`src/rtl/sc_regwr_pkg.sv`:
```
// Shared constants, entry type, controller-state encoding and one-cold decoder
// for the register write-back controller.
package sc_regwr_pkg;

  localparam int DATAWIDTH_BUS = 32;
  localparam int REGADDR_WIDTH = 5;
  localparam int NUM_REGS      = 1 << REGADDR_WIDTH;
  localparam int FIFO_DEPTH    = 4;
  localparam int PTR_W         = $clog2(FIFO_DEPTH);
  localparam int CNT_W         = $clog2(FIFO_DEPTH + 1);

  localparam logic [NUM_REGS-1:0] ALL_WR_IDLE = {NUM_REGS{1'b1}};
  localparam logic [CNT_W-1:0]    DEPTH_CNT   = CNT_W'(FIFO_DEPTH);

  typedef struct packed {
    logic [REGADDR_WIDTH-1:0] addr;
    logic [DATAWIDTH_BUS-1:0] data;
  } entry_t;

  typedef enum logic [1:0] {
    ST_EMPTY  = 2'd0,
    ST_ACTIVE = 2'd1,
    ST_FULL   = 2'd2
  } ctrl_state_t;

  function automatic logic [NUM_REGS-1:0] addr_to_onecold(input logic [REGADDR_WIDTH-1:0] addr);
    logic [NUM_REGS-1:0] v;
    v       = ALL_WR_IDLE;
    v[addr] = 1'b0;
    return v;
  endfunction

endpackage

```
`src/rtl/sc_regwr_fifo.sv`:
```
// In-order request buffer: FIFO_DEPTH entries, naturally wrapping pointers,
// async active-low reset. Push when full and pop when empty are ignored.
module sc_regwr_fifo
  import sc_regwr_pkg::*;
(
  input  logic             clk_i,
  input  logic             rst_ni,
  input  logic             push_i,
  input  entry_t           wr_entry_i,
  input  logic             pop_i,
  output entry_t           rd_entry_o,
  output logic             full_o,
  output logic             empty_o,
  output logic [CNT_W-1:0] count_o
);

  entry_t           mem_q [FIFO_DEPTH];
  logic [PTR_W-1:0] wr_ptr_q, wr_ptr_d;
  logic [PTR_W-1:0] rd_ptr_q, rd_ptr_d;
  logic [CNT_W-1:0] count_q, count_d;
  logic             do_push, do_pop;

  assign full_o     = (count_q == DEPTH_CNT);
  assign empty_o    = (count_q == '0);
  assign count_o    = count_q;
  assign rd_entry_o = mem_q[rd_ptr_q];

  assign do_push = push_i & ~full_o;
  assign do_pop  = pop_i & ~empty_o;

  always_comb begin
    wr_ptr_d = wr_ptr_q;
    rd_ptr_d = rd_ptr_q;
    count_d  = count_q;
    if (do_push) wr_ptr_d = wr_ptr_q + 1'b1;
    if (do_pop)  rd_ptr_d = rd_ptr_q + 1'b1;
    case ({do_push, do_pop})
      2'b10:   count_d = count_q + 1'b1;
      2'b01:   count_d = count_q - 1'b1;
      default: count_d = count_q;
    endcase
  end

  always_ff @(posedge clk_i or negedge rst_ni) begin
    if (!rst_ni) begin
      wr_ptr_q <= '0;
      rd_ptr_q <= '0;
      count_q  <= '0;
    end else begin
      wr_ptr_q <= wr_ptr_d;
      rd_ptr_q <= rd_ptr_d;
      count_q  <= count_d;
    end
  end

  // Storage needs no reset: an entry is only read after it has been written.
  always_ff @(posedge clk_i) begin
    if (do_push) mem_q[wr_ptr_q] <= wr_entry_i;
  end

endmodule

```
`src/rtl/sc_reg_write_ctrl.sv`:
```
// Write-back controller feeding the register bank: valid/ready intake, FIFO,
// one-cold strobe drive. Optional feature: `SC_REGWRCTRL_R0_PROTECT_EN.
module sc_reg_write_ctrl
  import sc_regwr_pkg::*;
(
  input  logic                     SC_RegWRCTRL_CLOCK_50,
  input  logic                     SC_RegWRCTRL_RESET_InLow,
  input  logic                     SC_RegWRCTRL_wrValid_InHigh,
  output logic                     SC_RegWRCTRL_wrReady_OutHigh,
  input  logic [REGADDR_WIDTH-1:0] SC_RegWRCTRL_wrAddr_InBUS,
  input  logic [DATAWIDTH_BUS-1:0] SC_RegWRCTRL_wrData_InBUS,
  input  logic                     SC_RegWRCTRL_Stall_InHigh,
  output logic [NUM_REGS-1:0]      SC_RegWRCTRL_Write_OutLow,
  output logic [DATAWIDTH_BUS-1:0] SC_RegWRCTRL_data_OutBUS,
  output logic                     SC_RegWRCTRL_Pending_OutHigh,
  output logic [CNT_W-1:0]         SC_RegWRCTRL_Count_OutBUS
);

  // Handshake: a request transfers on the rising edge where valid and ready
  // are both high; ready depends only on registered state, never on valid.
  ctrl_state_t         state_q, state_d;
  entry_t              head, in_entry;
  logic                fifo_full, fifo_empty;
  logic [CNT_W-1:0]    fifo_count;
  logic                accept, push, pop;
  logic [NUM_REGS-1:0] write_q, write_d;
  logic [DATAWIDTH_BUS-1:0] data_q, data_d;

  assign accept        = SC_RegWRCTRL_wrValid_InHigh & SC_RegWRCTRL_wrReady_OutHigh;
  assign in_entry.addr = SC_RegWRCTRL_wrAddr_InBUS;
  assign in_entry.data = SC_RegWRCTRL_wrData_InBUS;

`ifdef SC_REGWRCTRL_R0_PROTECT_EN
  // Register 0 is hardwired zero: its requests are acknowledged and dropped.
  assign push = accept & ~fifo_full & (SC_RegWRCTRL_wrAddr_InBUS != '0);
`else
  assign push = accept & ~fifo_full;
`endif

  assign pop = ~fifo_empty & ~SC_RegWRCTRL_Stall_InHigh;

  sc_regwr_fifo u_fifo (
    .clk_i      (SC_RegWRCTRL_CLOCK_50),
    .rst_ni     (SC_RegWRCTRL_RESET_InLow),
    .push_i     (push),
    .wr_entry_i (in_entry),
    .pop_i      (pop),
    .rd_entry_o (head),
    .full_o     (fifo_full),
    .empty_o    (fifo_empty),
    .count_o    (fifo_count)
  );

  always_ff @(posedge SC_RegWRCTRL_CLOCK_50 or negedge SC_RegWRCTRL_RESET_InLow) begin
    if (!SC_RegWRCTRL_RESET_InLow) state_q <= ST_EMPTY;
    else                           state_q <= state_d;
  end

  always_comb begin
    state_d = state_q;
    case (state_q)
      ST_EMPTY:  if (push) state_d = ST_ACTIVE;
      ST_ACTIVE: begin
        if (push && !pop && fifo_count == DEPTH_CNT - 1'b1) state_d = ST_FULL;
        else if (pop && !push && fifo_count == CNT_W'(1))   state_d = ST_EMPTY;
      end
      ST_FULL:   if (pop && !push) state_d = ST_ACTIVE;
      default:   state_d = ST_EMPTY;
    endcase
  end

  always_comb begin
    SC_RegWRCTRL_wrReady_OutHigh = (state_q != ST_FULL);
    SC_RegWRCTRL_Pending_OutHigh = (state_q != ST_EMPTY);
  end

  always_comb begin
    write_d = ALL_WR_IDLE;
    data_d  = data_q;
    if (pop) begin
      write_d = addr_to_onecold(head.addr);
      data_d  = head.data;
    end
  end

  always_ff @(posedge SC_RegWRCTRL_CLOCK_50 or negedge SC_RegWRCTRL_RESET_InLow) begin
    if (!SC_RegWRCTRL_RESET_InLow) begin
      write_q <= ALL_WR_IDLE;
      data_q  <= '0;
    end else begin
      write_q <= write_d;
      data_q  <= data_d;
    end
  end

  assign SC_RegWRCTRL_Write_OutLow = write_q;
  assign SC_RegWRCTRL_data_OutBUS  = data_q;
  assign SC_RegWRCTRL_Count_OutBUS = fifo_count;

endmodule

```
`config.mk`:
```
export PLATFORM = sky130hd
export DESIGN_NAME = sc_reg_write_ctrl
export DESIGN_NICKNAME = d
export VERILOG_FILES = /design/src/rtl/sc_regwr_pkg.sv /design/src/rtl/sc_regwr_fifo.sv /design/src/rtl/sc_reg_write_ctrl.sv
export SDC_FILE = /design/constraint.sdc
export NUM_CORES = 1
export LEC_CHECK = 0
export CAP_MARGIN = 20
export CORE_MARGIN = 4
export CORE_UTILIZATION = 50
export DETAILED_ROUTE_END_ITERATION = 6
export MAX_ROUTING_LAYER = met4
export PLACE_DENSITY = 0.74
export SLEW_MARGIN = 20
export SYNTH_ARGS = -nofsm -noshare
export SYNTH_HDL_FRONTEND = slang
export SYNTH_SLANG_ARGS = --single-unit
export TNS_END_PERCENT = 1
```
`constraint.sdc`:
```
create_clock -name SC_RegWRCTRL_CLOCK_50 -period 2.9 [get_ports SC_RegWRCTRL_CLOCK_50]
set_input_delay 0.58 -clock SC_RegWRCTRL_CLOCK_50 [delete_from_list [all_inputs] [get_ports SC_RegWRCTRL_CLOCK_50]]
set_output_delay 0.58 -clock SC_RegWRCTRL_CLOCK_50 [all_outputs]
set_load 0.005 [all_outputs]
```
Yosys cells after proc, flatten, opt, wreduce, memory -nomap -nowiden
Memories as Yosys holds them, arrays and structs flattened.
Cells that the tools add are included.
W data, S select, Z words.

operators by class
  add/subtract/negate cells = 4
  magnitude comparators = 2
  equal/unequal tests = 11
  mux-type cells = 11
  bitwise operators = 9
  reduce and logical (&&, ||, !) cells = 12

operator list
  cell                   number
  $mux W32               1
  $not A32 Y32           1
  $mux W2                4
  $lt A5 B6 Y1 const B   1
  $ne A2 B2 Y1 const B   3
  $pmux W2 S3            1
  $pmux W3 S2            1
  $and A1 B1 Y1          5
  $demux W1 S5           1
  $ge A5 B1 Y1 const B   1
  $logic_and A1 B1 Y1    5
  $add A2 B1 Y2 const B  2
  $eq A2 B1 Y1 const B   2
  $eq A2 B2 Y1 const B   2
  $reduce_bool A2 Y1     2
  $add A3 B1 Y3 const B  1
  $eq A3 B1 Y1 const B   1
  $eq A3 B2 Y1 const B   1
  $eq A3 B3 Y1 const B   1
  $logic_not A3 Y1       1
  $mux W1                3
  $ne A3 B3 Y1 const B   1
  $not A1 Y1             3
  $reduce_and A3 Y1      1
  3 further kinds        4

storage, ports and cells
  register bits = 73
  bits in writable memories = 148
  bits of input ports = 41
  output and inout bits = 69
  logic and storage cells = 56
  memories kept = 1

memory list
  memory        depth  width  rd ports  clocked after memory_dff  write ports  line                 RTL
  u_fifo.mem_q  4      37     1         0                         1            sc_regwr_fifo.sv:17  entry_t mem_q [FIFO_DEPTH];

Depth between registers and ports, before layout
Gate-level depths: netlist of the first run.

  depth after elaboration = 9
  gate-level depth with buffers = 10
  depth with buffers taken out = 9

By module
Synthesis of the first run repeated with hierarchy kept, for this count alone.

second synthesis, totals
  cell total of the unflattened synthesis = 460
  area, all modules = 8,194.1 um^2

modules (own cells, without submodules)
  module             times used  cells each  area an instance (um^2)  sequential area each (um^2)
  sc_regwr_fifo      1           230         5,755.5                  4,619.4
  sc_reg_write_ctrl  1           230         2,438.6                  1,691.6

Worst setup path before layout of the first run
OpenSTA, ideal clock, no wires.

  kind = register to register
  from = register u_fifo.count_q[0] (netlist: u_fifo.count_o[0])
  to = memory u_fifo.mem_q[0][0] (netlist name) (enable)
  library setup time = 0.398 ns
  data arrival time = 2.083 ns
  data required time = 2.502 ns
  setup slack = 0.419 ns
  stages on the path, launching flop included = 5
  path buffers = 0
  period minus slack after synthesis = 2.481 ns
  path through = dfrtp_1 -> inv_1 -> ha_1 -> a21boi_0 -> and3_1

between the ends
  word-level cells in the longest chain between the ends = 6

ends and longest elaborated chain
  item                             line                                          RTL
  start: declaration               sc_regwr_fifo.sv:20                           logic [CNT_W-1:0] count_q, count_d;
  start signal: assignment         sc_regwr_fifo.sv:52                           count_q <= count_d;
  $eq A3 B3 Y1 *                   sc_regwr_fifo.sv:23                           assign full_o = (count_q == DEPTH_CNT);
  $not A1 Y1 *                     sc_regwr_fifo.sv:28, sc_reg_write_ctrl.sv:37
  $and A1 B1 Y1                    sc_reg_write_ctrl.sv:37                       assign push = accept & ~fifo_full;
  $and A1 B1 Y1 *                  sc_regwr_fifo.sv:28                           assign do_push = push_i & ~full_o;
  $mux W1 *                        sc_regwr_fifo.sv:58                           if (do_push) mem_q[wr_ptr_q] <= wr_entry_i;
  $mux W1 (not written as such) *  sc_regwr_fifo.sv:58
  end: declaration                 sc_regwr_fifo.sv:17

Mark *: on every way between the ends. The rest lies on a longest branch, timed or not.

Worst setup path in the final report of the first run
  from = register state_q[0]
  to = output port SC_RegWRCTRL_wrReady_OutHigh

between the ends
  word-level cells in the longest chain between the ends = 1

ends and longest elaborated chain
  item                      line                     RTL
  start: declaration        sc_reg_write_ctrl.sv:21  ctrl_state_t state_q, state_d;
  start signal: assignment  sc_reg_write_ctrl.sv:56  else state_q <= state_d;
  $ne A2 B2 Y1              sc_reg_write_ctrl.sv:73  SC_RegWRCTRL_wrReady_OutHigh = (state_q != ST_FULL);
  end: declaration          sc_reg_write_ctrl.sv:9   output logic SC_RegWRCTRL_wrReady_OutHigh,

No other way between the ends.

==> out/results.ini, run 1 <==
[drt]
firstDrtPassIters=4
viasPerCell=5.34
drt_wl_total_um=15200
drc=0
ant_nets=0
vias=4085
wire_per_inst_um=19.9
drt_iter0_drc=215

[placed_design]
dp_hpwl_um=9530
dpl_cell_area_um2=9660
io_buffers=109
place.gp.congestion=0.779

[flow_run]
cap_viol_max_count=0

[cts]
holdBufCountCts=0
post_cts_resize_count=0
max-clock-path-buffers=3
worstSkewPairLatency_ns=0.49
clkSinkCount=221
path_clk_slew_ns=0.06
root_buffer=clkbuf_16
htree_num_levels=1
cts_tree=yes
cts_setup_buffers=0
cts-buffers-inserted=22

[timing]
tns_ns=0
grt_setup_unrepaired=no
max_freq_ghz=0.441
setup_viol=0
drv_slew=0
finClkSkew_ns=0.00843
tightest_slew_ns=0.907
slew_headroom=0.395
fin_crit_sh=0.782
fin_crit_ns=2.27
hold_viol=0

[global_routing]
grtUsageMet2=0.276
grt_max_degree=74
use_met1=0.240
busiest_layer=met2
antenna_found_initial=0
met3_usage=0.0303
gr-total-overflow=0
grt_pass1_wl_um=24100
grt_pass1_vias=4411
gr-usage-all-layers=0.174

[yosys]
async_reset_ff_frac=0.330
synth-main-ff-cell=edfxtp_1
ys_seq_elements=221
synth-seq-area-share=0.767
synthTopCellsByArea=edfxtp_1 54%, dfrtp_1 12%, dfstp_2 10%
syn_nets=456
synthDistinctLibCells=38
synth_edf_count=148
netlist.area_leader.share=0.540
netlist_instances=405
yosys-top-cells-count=148 x edfxtp_1, 41 x dfrtp_1, 35 x nand2_1
yosysTopAreaCell=edfxtp_1
yosys_warnings=0
synth_most_common_cell=edfxtp_1
avgSynthCellArea_um2=20.3
syn_area_um2=8230

[worst_setup_path]
cp-end-kind=primary output
crit_slowest_cell=clkdlybuf4s50_1
crit_chain=nand2b_1, clkdlybuf4s50_1
crit_family=buffers and inverters
worstPathRequired_ns=2.32
crit_fanout=7
start_kind=register
critPathBufInv=1
slowest_delay_ns=0.55
crit_type=register to primary output
ff2ff_setup_slack_ns=0.77
arrival_ns=1.69

[final_layout]
n_antenna_cell=0
n_fill_cell=1100
nets=584
multi_input_area_um2=1830
syn_to_final_growth_pct=26.3
ff_latch_area_um2=6310
drive_gt1_frac=0.291
final_area_um2=10400

[run_status]
status=finished clean

[hold_path]
hp-class=input port to asynchronous set/reset pin

[die]
die_area_um2=18600
start_util=0.514
io_pins=110
die_width_um=136
die_h_um=136
placementRows=46
coreArea_um2=16000

[power_and_ir_drop]
power_density_nw_per_um2=1000
power_leakage_uw=0.00365
peakVddDrop_v=0.000644

==> final cells by class <==
class | instances | area share
flip-flops and latches | 221 | 0.608
inverters | 7 | 0.00253
repair buffers | 120 | 0.118
clock inverters | 7 | 0.00843
clock buffers | 33 | 0.0620
multi-input cells | 161 | 0.176
well taps | 216 | 0.0260
==> worst paths after layout <==
kind	end	from	depth (start not counted)
worst min-delay path	u_fifo.rd_ptr_q[0]	SC_RegWRCTRL_RESET_InLow	1
worst max-delay path	SC_RegWRCTRL_wrReady_OutHigh	state_q[0]	2
worst max register to register	SC_RegWRCTRL_data_OutBUS[13]	u_fifo.count_o[0]	6
worst min register to register	SC_RegWRCTRL_data_OutBUS[29]	SC_RegWRCTRL_data_OutBUS[29]	1
min in group SC_RegWRCTRL_CLOCK_50	SC_RegWRCTRL_data_OutBUS[29]	SC_RegWRCTRL_data_OutBUS[29]	1
max in group asynchronous	u_fifo.rd_ptr_q[1]	SC_RegWRCTRL_RESET_InLow	1
==> cells by family after synthesis <==
kind of cell,count (synthesis),synth area share
buf+inv,23,0.0122
mux,70,0.148
compound gates,8,0.00593
xor+xnor,5,0.00532
fa+ha+maj,10,0.0152
simple gates,68,0.0459
flops,221,0.767
==> flip-flops by register name, indices dropped and copies added (netlist names) <==
register and cells:
u_fifo.mem_q 148, SC_RegWRCTRL_Write_OutLow 32, SC_RegWRCTRL_data_OutBUS 32, u_fifo.count_o 3, state_q 2, u_fifo.rd_ptr_q 2
u_fifo.wr_ptr_q 2
==> metal layers <==
metal | vias up | share of wire
met1 | 2112 | 0.44
met5 | - | 0
li1 | 1809 | -
met3 | 25 | 0.059
met4 | 0 | 0.018
met2 | 139 | 0.48
==> per-stage QoR <==
stage               setup slack [ns]  cells  utilization  total power [µW]  hold slack [ns]
detailed placement             0.530    725        0.604              7700            0.498
CTS                            0.626    765        0.649             10500            0.264
global route                   0.551    765        0.649             10900            0.312
finish                         0.634    765        0.649             10400            0.236
floorplan                      0.419    405            -              6350            0.284
global placement               0.522    725        0.604              7620            0.493
==> report_power, final <==
| group | switching, µW | internal (µW) | total (µW) |
|---|---|---|---|
| registers | 421 | 4200 | 4630 |
| logic | 1300 | 1670 | 2970 |
| clock network | 1110 | 1710 | 2820 |
| total | 2830 | 7590 | 10400 |
==> cell usage in the layout (no fill, tap or decap), types with 8 or more instances in the layout <==
master | netlist | routed
buf_4 | 0 | 8
clkbuf_16 | 0 | 23
clkdlybuf4s50_1 | 0 | 108
dfrtp_1 | 41 | 39
dfstp_2 | 32 | 32
edfxtp_1 | 148 | 148
ha_1 | 10 | 10
mux2_2 | 32 | 32
mux4_2 | 33 | 33
nand2_1 | 35 | 35
Note: power is estimated with default switching activity, not from simulation.
==> inputs of run 2 (changes only) <==
==> constraint.sdc (replaced) <==
create_clock -name SC_RegWRCTRL_CLOCK_50 -period 2.3 [get_ports SC_RegWRCTRL_CLOCK_50]
set_input_delay 0.46 -clock SC_RegWRCTRL_CLOCK_50 [delete_from_list [all_inputs] [get_ports SC_RegWRCTRL_CLOCK_50]]
set_output_delay 0.46 -clock SC_RegWRCTRL_CLOCK_50 [all_outputs]
set_load 0.005 [all_outputs]
==> run 2 against run 1 <==
Critical endpoint unchanged. Global-route usage is 0.29 points higher. Cell area increased by 0.95%. Non-clock buffer count increased by 6. Final cell count is 0.78% higher. Setup slack got worse by 0.50 ns.
==> out/results.ini, run 2 (synthesis gave the netlist of run 1 again) <==
[cts]
htree_num_levels=1
max-clock-path-buffers=3
cts-buffers-inserted=22
cts_tree=yes
clkSinkCount=221
worstSkewPairLatency_ns=0.50
root_buffer=clkbuf_16
path_clk_slew_ns=0.06
cts_setup_buffers=0

[power_and_ir_drop]
seqPwrFrac=0.432
sw_frac_of_total=0.272
power_leakage_uw=0.00369
switching_power_uw=3590
p_comb_frac=0.298
peakVddDrop_v=0.000749
power.share.clock=0.269
intPower_uw=9610
power_density_nw_per_um2=1260

[die]
die_area_um2=18600
die_width_um=136
die_h_um=136
start_util=0.514
placementRows=46
io_pins=110
coreArea_um2=16000

[final_layout]
n_antenna_cell=0
final_common_cell=edfxtp_1
final_util=0.656
syn_to_final_growth_pct=27.5
layout_common_cells=148 x edfxtp_1, 108 x clkdlybuf4s50_1, 39 x dfrtp_1
drive_gt1_frac=0.295
nets=590
largest_register_ffs=148
regMostFlops=u_fifo.mem_q

[timing]
fin_crit_ns=2.16
hold_viol=0
worst_slack_ns=0.136
tns_ns=0
tightest_slew_ns=0.623
slew_headroom=0.584
finClkSkew_ns=0.0144
max_freq_ghz=0.462
setup_viol=0
grt_setup_unrepaired=no
fin_crit_sh=0.941
drv_slew=0

[global_routing]
busiest_layer=met2
gr-total-overflow=0
met3_usage=0.0315
grtUsageMet2=0.289
grt_pass1_wl_um=24400
gr-usage-all-layers=0.177
grt_max_degree=74
use_met1=0.233
grt_pass1_vias=4514
antenna_found_initial=0

[worst_setup_path]
crit_fanout=7
cp-end-kind=primary output
arrival_ns=1.70
start_kind=register
crit_slowest_cell=clkdlybuf4s50_1
slowest_delay_ns=0.56
crit_type=register to primary output
crit_family=buffers and inverters
crit_chain=nand2b_1, clkdlybuf4s50_1
critPathBufInv=1
worstPathRequired_ns=1.84

[placed_design]
io_buffers=109
dp_hpwl_um=9800
place.gp.congestion=0.768
post-place-ws_ns=0.113

[drt]
drc=0
firstDrtPassIters=4
drt_wl_total_um=15200
vias=4084
ant_nets=0
drt_iter0_drc=239
wire_per_inst_um=19.7
viasPerCell=5.30

[run_status]
status=finished clean

[flow_run]
cap_viol_max_count=0

[hold_path]
hp-class=register to register

-- run 2: path summary, 6_finish.rpt --
path | startpoint | end | slack (ns) | depth (start not counted)
max | state_q[0] | SC_RegWRCTRL_wrReady_OutHigh | 0.14 | 2
max in group asynchronous | SC_RegWRCTRL_RESET_InLow | SC_RegWRCTRL_Write_OutLow[21] | 1.44 | 3
min | SC_RegWRCTRL_data_OutBUS[14] | SC_RegWRCTRL_data_OutBUS[14] | 0.51 | 1
min in group asynchronous | SC_RegWRCTRL_RESET_InLow | SC_RegWRCTRL_data_OutBUS[0] | 0.53 | 3
min reg2reg | SC_RegWRCTRL_data_OutBUS[14] | SC_RegWRCTRL_data_OutBUS[14] | 0.51 | 1
max reg2reg | u_fifo.count_o[0] | u_fifo.count_o[2] | 0.32 | 9
-- run 2: layout make-up --
cell class | instances | area (µm²)
timing repair buffer | 126 | 1320
tap | 216 | 270
inverter | 7 | 26.3
clock inverter | 12 | 109
sequential | 221 | 6310
clock buffer | 28 | 624
multi-input combinational | 161 | 1830
fill | 1081 | 5510
-- run 2: stage by stage --
| stage | hold WS (ns) | total power [µW] | instance area [µm²] | std cells |
|---|---|---|---|---|
| floorplan | 0.164 | 8010 | 8230 | 405 |
| global placement | 0.489 | 9630 | 9750 | 730 |
| detailed placement | 0.496 | 9800 | 9750 | 730 |
| CTS | 0.512 | 13400 | 10500 | 771 |
| global route | 0.520 | 13900 | 10500 | 771 |
| finish | 0.507 | 13200 | 10500 | 771 |
-- run 2: worst reg2reg max path: cells and delay by family (launching register included) --
kind	cells	cell delay, ns
buf+inv	3	0.32
simple gates	1	0.14
compound gates	3	0.43
fa+ha+maj	2	0.54
flops	1	0.44
-- run 2: routing by layer --
metal  part of all wire  wire length, µm
met5                  0                0
met4              0.020              306
met3              0.071             1080
met2               0.50             7550
met1               0.41             6230
-- run 2: timing repair --
item	CTS	global route
hold buffers	1	0
gates resized for setup	0	0
endpoints found under the hold margin	15	0
-- run 2: power groups by stage --
stage / logic (µW) / clock network [µW] / registers, µW
after floorplan: 2320 / 0 / 5690
after global routing: 4270 / 3810 / 5810
after detailed placement: 4010 / 0 / 5790
after global placement: 3910 / 0 / 5720
final: 3940 / 3560 / 5710
after CTS: 4030 / 3630 / 5720
